**src/rtl/seq_bit_serializer_if.sv**
```systemverilog
// Load handshake, shift enable and serial outputs of the bit serializer.
interface seq_bit_serializer_if #(
    parameter int unsigned WIDTH = 8
);
    logic             load_valid;
    logic             load_ready;
    logic [WIDTH-1:0] load_data;
    logic             shift_en;
    logic             x;
    logic             busy;
    logic             done;

    // Word source / detector side
    modport master (
        output load_valid, load_data, shift_en,
        input  load_ready, x, busy, done
    );

    // Serializer side
    modport slave (
        input  load_valid, load_data, shift_en,
        output load_ready, x, busy, done
    );
endinterface

```
**src/rtl/seq_bit_serializer.sv**
```systemverilog
// Parallel-to-serial front end: takes WIDTH-bit words over valid/ready and
// drives them one bit per enabled clock onto x, with zero gap between words.
module seq_bit_serializer #(
    parameter int unsigned WIDTH     = 8,
    parameter bit          MSB_FIRST = 1'b1,
    parameter bit          IDLE_BIT  = 1'b0
) (
    input logic                 clk,
    input logic                 rst,
    seq_bit_serializer_if.slave bus
);
    localparam int unsigned CW = $clog2(WIDTH);

    typedef enum logic {
        IDLE  = 1'b0,
        SHIFT = 1'b1
    } state_t;

    state_t           r_state;
    state_t           w_state_nxt;
    logic [WIDTH-1:0] r_sreg;
    logic [WIDTH-1:0] w_sreg_nxt;
    logic [CW-1:0]    r_cnt;
    logic [CW-1:0]    w_cnt_nxt;
    logic             r_x;
    logic             w_x_nxt;
    logic             r_busy;
    logic             w_busy_nxt;
    logic             r_done;
    logic             w_done_nxt;
    logic             w_ready;
    logic [WIDTH-1:0] w_shifted;

    // Bit that leaves first from a given word
    function automatic logic first_bit(input logic [WIDTH-1:0] w);
        return MSB_FIRST ? w[WIDTH-1] : w[0];
    endfunction

    // Shift register contents after consuming the current bit
    always_comb begin
        if (MSB_FIRST) begin
            w_shifted = {r_sreg[WIDTH-2:0], 1'b0};
        end else begin
            w_shifted = {1'b0, r_sreg[WIDTH-1:1]};
        end
    end

    // State register
    always_ff @(posedge clk or negedge rst) begin
        if (!rst) begin
            r_state <= IDLE;
        end else begin
            r_state <= w_state_nxt;
        end
    end

    // Datapath and registered outputs
    always_ff @(posedge clk or negedge rst) begin
        if (!rst) begin
            r_sreg <= '0;
            r_cnt  <= '0;
            r_x    <= IDLE_BIT;
            r_busy <= 1'b0;
            r_done <= 1'b0;
        end else begin
            r_sreg <= w_sreg_nxt;
            r_cnt  <= w_cnt_nxt;
            r_x    <= w_x_nxt;
            r_busy <= w_busy_nxt;
            r_done <= w_done_nxt;
        end
    end

    // Next-state, next-datapath and combinational ready
    always_comb begin
        w_state_nxt = r_state;
        w_sreg_nxt  = r_sreg;
        w_cnt_nxt   = r_cnt;
        w_x_nxt     = r_x;
        w_busy_nxt  = r_busy;
        w_done_nxt  = 1'b0;
        w_ready     = 1'b0;

        case (r_state)
            IDLE: begin
                w_ready = 1'b1;
                if (bus.load_valid) begin
                    w_sreg_nxt  = bus.load_data;
                    w_cnt_nxt   = CW'(WIDTH - 1);
                    w_x_nxt     = first_bit(bus.load_data);
                    w_busy_nxt  = 1'b1;
                    w_state_nxt = SHIFT;
                end
            end
            SHIFT: begin
                // Only the last bit may overlap with accepting the next word
                w_ready = (r_cnt == '0) && bus.shift_en;
                if (bus.shift_en) begin
                    if (r_cnt != '0) begin
                        w_sreg_nxt = w_shifted;
                        w_cnt_nxt  = r_cnt - CW'(1);
                        w_x_nxt    = first_bit(w_shifted);
                    end else begin
                        w_done_nxt = 1'b1;
                        if (bus.load_valid) begin
                            w_sreg_nxt = bus.load_data;
                            w_cnt_nxt  = CW'(WIDTH - 1);
                            w_x_nxt    = first_bit(bus.load_data);
                        end else begin
                            w_sreg_nxt  = '0;
                            w_x_nxt     = IDLE_BIT;
                            w_busy_nxt  = 1'b0;
                            w_state_nxt = IDLE;
                        end
                    end
                end
            end
            default: begin
                w_state_nxt = IDLE;
            end
        endcase
    end

    assign bus.load_ready = w_ready;
    assign bus.x          = r_x;
    assign bus.busy       = r_busy;
    assign bus.done       = r_done;
endmodule

```
**src/flat_wrapper.sv**
```systemverilog
// flat-port wrapper written by rule: the top's interface ports become plain ports
module seq_bit_serializer_flat 
#(
    parameter int unsigned WIDTH     = 8,
    parameter bit          MSB_FIRST = 1'b1,
    parameter bit          IDLE_BIT  = 1'b0
)
  (clk, rst, bus_load_valid, bus_load_data, bus_shift_en, bus_load_ready, bus_x, bus_busy, bus_done);
  seq_bit_serializer_if #(.WIDTH(WIDTH)) bus_i ();
  input logic clk;
  input logic rst;
  input wire logic [$bits(bus_i.load_valid)-1:0] bus_load_valid;
  input wire logic [$bits(bus_i.load_data)-1:0] bus_load_data;
  input wire logic [$bits(bus_i.shift_en)-1:0] bus_shift_en;
  output wire logic [$bits(bus_i.load_ready)-1:0] bus_load_ready;
  output wire logic [$bits(bus_i.x)-1:0] bus_x;
  output wire logic [$bits(bus_i.busy)-1:0] bus_busy;
  output wire logic [$bits(bus_i.done)-1:0] bus_done;
  assign bus_i.load_valid = bus_load_valid;
  assign bus_i.load_data = bus_load_data;
  assign bus_i.shift_en = bus_shift_en;
  assign bus_load_ready = bus_i.load_ready;
  assign bus_x = bus_i.x;
  assign bus_busy = bus_i.busy;
  assign bus_done = bus_i.done;
  seq_bit_serializer #(.WIDTH(WIDTH), .MSB_FIRST(MSB_FIRST), .IDLE_BIT(IDLE_BIT)) u_core (.clk(clk), .rst(rst), .bus(bus_i));
endmodule
```
**config.mk**
```make
export PLATFORM = sky130hd
export DESIGN_NAME = seq_bit_serializer_flat
export DESIGN_NICKNAME = d
export VERILOG_FILES = /design/src/rtl/seq_bit_serializer_if.sv /design/src/rtl/seq_bit_serializer.sv /design/src/flat_wrapper.sv
export SDC_FILE = /design/constraint.sdc
export NUM_CORES = 1
export LEC_CHECK = 0
export BUFFER_PORTS_ARGS = -buffer_cell sky130_fd_sc_hd__buf_2
export CAP_MARGIN = 20
export CORE_MARGIN = 1.5
export CORE_UTILIZATION = 51
export CTS_CLUSTER_DIAMETER = 200
export CTS_CLUSTER_SIZE = 28
export DETAILED_ROUTE_END_ITERATION = 8
export PLACE_DENSITY_LB_ADDON = 0.12
export SLEW_MARGIN = 20
export SYNTH_ARGS = -nofsm -noshare
export SYNTH_HDL_FRONTEND = slang
export SYNTH_SLANG_ARGS = --single-unit
export TNS_END_PERCENT = 50
```
**constraint.sdc**
```tcl
create_clock -name clk -period 1.95 [get_ports clk]
set_input_delay 0.0975 -clock clk [delete_from_list [all_inputs] [get_ports clk]]
set_output_delay 0.0975 -clock clk [all_outputs]
set_load 0.005 [all_outputs]
```
==> results.sh <==
export IMPL_fin_skew_ps=8.38
export IMPL_status="complete, no violations"
export IMPL_drt_antenna_violating_nets=0
export IMPL_grt_max_degree=18
export IMPL_nets=112
export IMPL_port_buffer_count=15
export IMPL_grt_pass1_wl_um=2100
export IMPL_tightest_slew_ps=315
export IMPL_postCtsSetupBuffers=0
export IMPL_drt_pass1_iterations=4
export IMPL_die_w_um=41.4
export IMPL_fin_crit_sh=0.739
export IMPL_yosys_most_used_dff="dfrtp_1"
export IMPL_multi_input_area_um2=344
export IMPL_critPathRequiredTime_ps=2140
export IMPL_cts_buffers=3
export IMPL_seq_area_um2=350
export IMPL_hp_class="in2reg"
export IMPL_power_frac_comb=0.351
export IMPL_fmaxAchievable_mhz=694
export IMPL_grt_setup_unrepaired="no"
export IMPL_die_area_um2=1710
export IMPL_synth_edf_count=0
export IMPL_htreeDepth=1
export IMPL_cts_resized=0
export IMPL_end_kind="flip-flop"
export IMPL_viasPerCell=5.41
export IMPL_vdd_ir_drop_worst_mv=0.666
export IMPL_cts_root_buffer="clkbuf_4"
export IMPL_cpPeakStageDelay_ps=400
export IMPL_clock_latency_ps=280
export IMPL_grt_overflow_total=0
export IMPL_cts_sinks=14
export IMPL_dp_cells=107
export IMPL_wirelength_um=1350
export IMPL_gp_congestion=0.727
export IMPL_synth_seq_cells=14
export IMPL_syn_inst=82
export IMPL_setup_viol=0
export IMPL_antenna_found_initial=0
export IMPL_groute_usage_overall=0.194
export IMPL_critical_path_class="reg2reg"
export IMPL_max_cap_violations=0
export IMPL_area_growth_pct=14.2
export IMPL_holdPathStages=3
export IMPL_final_cells=112
export IMPL_finalCriticalPeriod_ps=1440
export IMPL_n_fill_cell=120
export IMPL_switching_share=0.336
export IMPL_worstSetupStartpointType="flip-flop"
export IMPL_grt_pass1_vias=480
export IMPL_p_switching_mw=0.346
export IMPL_drive_gt1_frac=0.247
export IMPL_leakage_nw=0.411
export IMPL_io_pins=16
export IMPL_power_frac_clock=0.196
export IMPL_syn_num_nets=96
export IMPL_p_total_mw=1.03
export IMPL_finalHoldViolCount=0
export IMPL_core_um2=1330
export IMPL_drc_errors=0
export IMPL_drv_slew=0
export IMPL_dp_hpwl_um=955
export IMPL_syn_avg_cell_area_um2=9.16
export IMPL_diodes=0
export IMPL_cts_buffer_depth=2
export IMPL_drt_iter0_drc=11
export IMPL_post_drt_wl_per_cell_um=12.1
export IMPL_synth_seq_area_share=0.467
export IMPL_ys_warn_count=0
export IMPL_start_util=0.563
export IMPL_crit_path_max_fanout=8
export IMPL_critical_path_slowest_cell="dfrtp_1"
export IMPL_clkTransAtPathRegs_ps=70
export IMPL_seqPwrFrac=0.453
export IMPL_intPower_mw=0.684
export IMPL_relSlewSlack=0.790
export IMPL_rows=13
export IMPL_pwr_density_cell_nw_per_um2=1200
export IMPL_fin_tns_setup_ps=0
export IMPL_die_h_um=41.4
export IMPL_syn_area_um2=751
export IMPL_vias=606
export IMPL_synth_cell_types=27
export IMPL_cp_cell_sequence="inv_1 > ha_1 > and3b_1 > o21ai_1 > a31oi_1"
export IMPL_synthArstFlopShare=1.00
export IMPL_cp_arrival_ps=1630
export IMPL_cts_tree="yes"
export IMPL_worstRegToRegCells=5
-- worst max-delay path, delay by kind of cell, from the launching register on --
kind / cells / cell delay, ps
DFF: 1 / 400
and+or+nand+nor: 1 / 360
AOI/OAI and AO/OA: 2 / 280
adders and majority gates: 1 / 240
buffers and inverters: 1 / 90
-- cells in the final DEF, fill, tap and decap left out, drive strengths merged --
cell type,synthesis,routed
a211oi,2,2
o22ai,1,1
nor2,8,8
o2bb2ai,1,1
inv,4,4
a31oi,7,7
buf,4,16
nor2b,2,2
clkbuf,2,4
and3b,1,1
dlygate4sd3,0,1
a21oi,3,3
nand2b,2,2
o211ai,1,1
mux2,1,1
or2,1,1
nand3,8,8
and3,1,1
dfrtp,14,14
nand3b,1,1
nand2,4,4
ha,2,2
o21ai,12,12
-- flip-flops by register name, indices dropped and copies added, names as in the netlist --
register,cells
u_core.r_cnt,3
u_core.bus.x,1
u_core.bus.busy,1
u_core.bus.done,1
u_core.r_state,1
u_core.r_sreg,7
-- cell usage after synthesis (2+ instances only) --
library cell,instances,area (um^2)
dfrtp_1,14,350
nand3_1,8,40.0
nor2_1,7,26.3
o21ai_1,7,35.0
a31oi_1,6,37.5
o21ai_0,5,25.0
inv_1,4,15.0
nand2_1,4,15.0
a21oi_1,3,15.0
a211oi_1,2,15.0
buf_2,2,10.0
buf_6,2,22.5
ha_1,2,25.0
nand2b_1,2,12.5
nor2b_1,2,12.5
-- per-stage QoR --
step	hold WS, ps	utilization	instance area, um^2	setup WS [ps]
after floorplan	-198	-	751	580
after global placement	11.1	0.608	811	543
after detailed placement	7.49	0.608	811	517
after CTS	72.9	0.643	857	499
after global routing	81.4	0.643	857	364
final	76.1	0.643	857	508
-- power groups by stage --
stage          Sequential [mW]  Clock (mW)  Combinational (mW)
4_1_cts                  0.467       0.210               0.365
3_3_place_gp             0.469           0               0.355
5_1_grt                  0.480       0.218               0.423
2_1_floorplan            0.456           0               0.298
3_5_place_dp             0.473           0               0.361
6_report                 0.466       0.202               0.361
-- per-layer routing --
layer,vias up,part of all wire,GRT usage,routed length [um]
li1,321,-,-,-
met1,270,0.48,0.227,650
met3,2,0.051,0.0957,69
met5,-,0,0,0
met2,13,0.46,0.328,623
met4,0,0.0074,0.0242,10
-- cell type report --
cell class,count,area share
flip-flops and latches,14,0.409
well taps,15,0.0219
multi-input cells,58,0.401
clock buffers,4,0.0423
repair buffers,17,0.108
inverters,4,0.0175
-- path summary, 6_finish.rpt --
check | slack [ps] | end | start
hold / removal | 80 | u_core.r_sreg[0]$_DFFE_PN0P_ | bus_load_data[0]
setup / recovery | 510 | u_core.r_sreg[3]$_DFFE_PN0P_ | u_core.r_cnt[0]$_DFFE_PN0P_
max in group asynchronous | 1470 | u_core.r_sreg[0]$_DFFE_PN0P_ | rst
min in group asynchronous | 240 | u_core.bus.done$_DFF_PN0_ | rst
setup reg to reg | 510 | u_core.r_sreg[3]$_DFFE_PN0P_ | u_core.r_cnt[0]$_DFFE_PN0P_
hold reg to reg | 530 | u_core.r_sreg[0]$_DFFE_PN0P_ | u_core.r_sreg[0]$_DFFE_PN0P_
-- cells by family (layout without fill, tap and decap cells) --
family                   count (synthesis)  after routing  synth area share
AO/OA/AOI/OAI                           27             27             0.217
flip-flops                              14             14             0.467
buffers and inverters                   10             25            0.0750
multiplexers                             1              1            0.0200
AND/OR/NAND/NOR                         28             28             0.188
adder cells (fa/ha/maj)                  2              2            0.0333
-- repair_timing --
action | CTS | global route
endpoints found under the hold margin | 14 | 0
setup endpoints to repair | 0 | 0
hold buffers | 1 | 0
No activity file was read; power rests on OpenSTA's default activity.
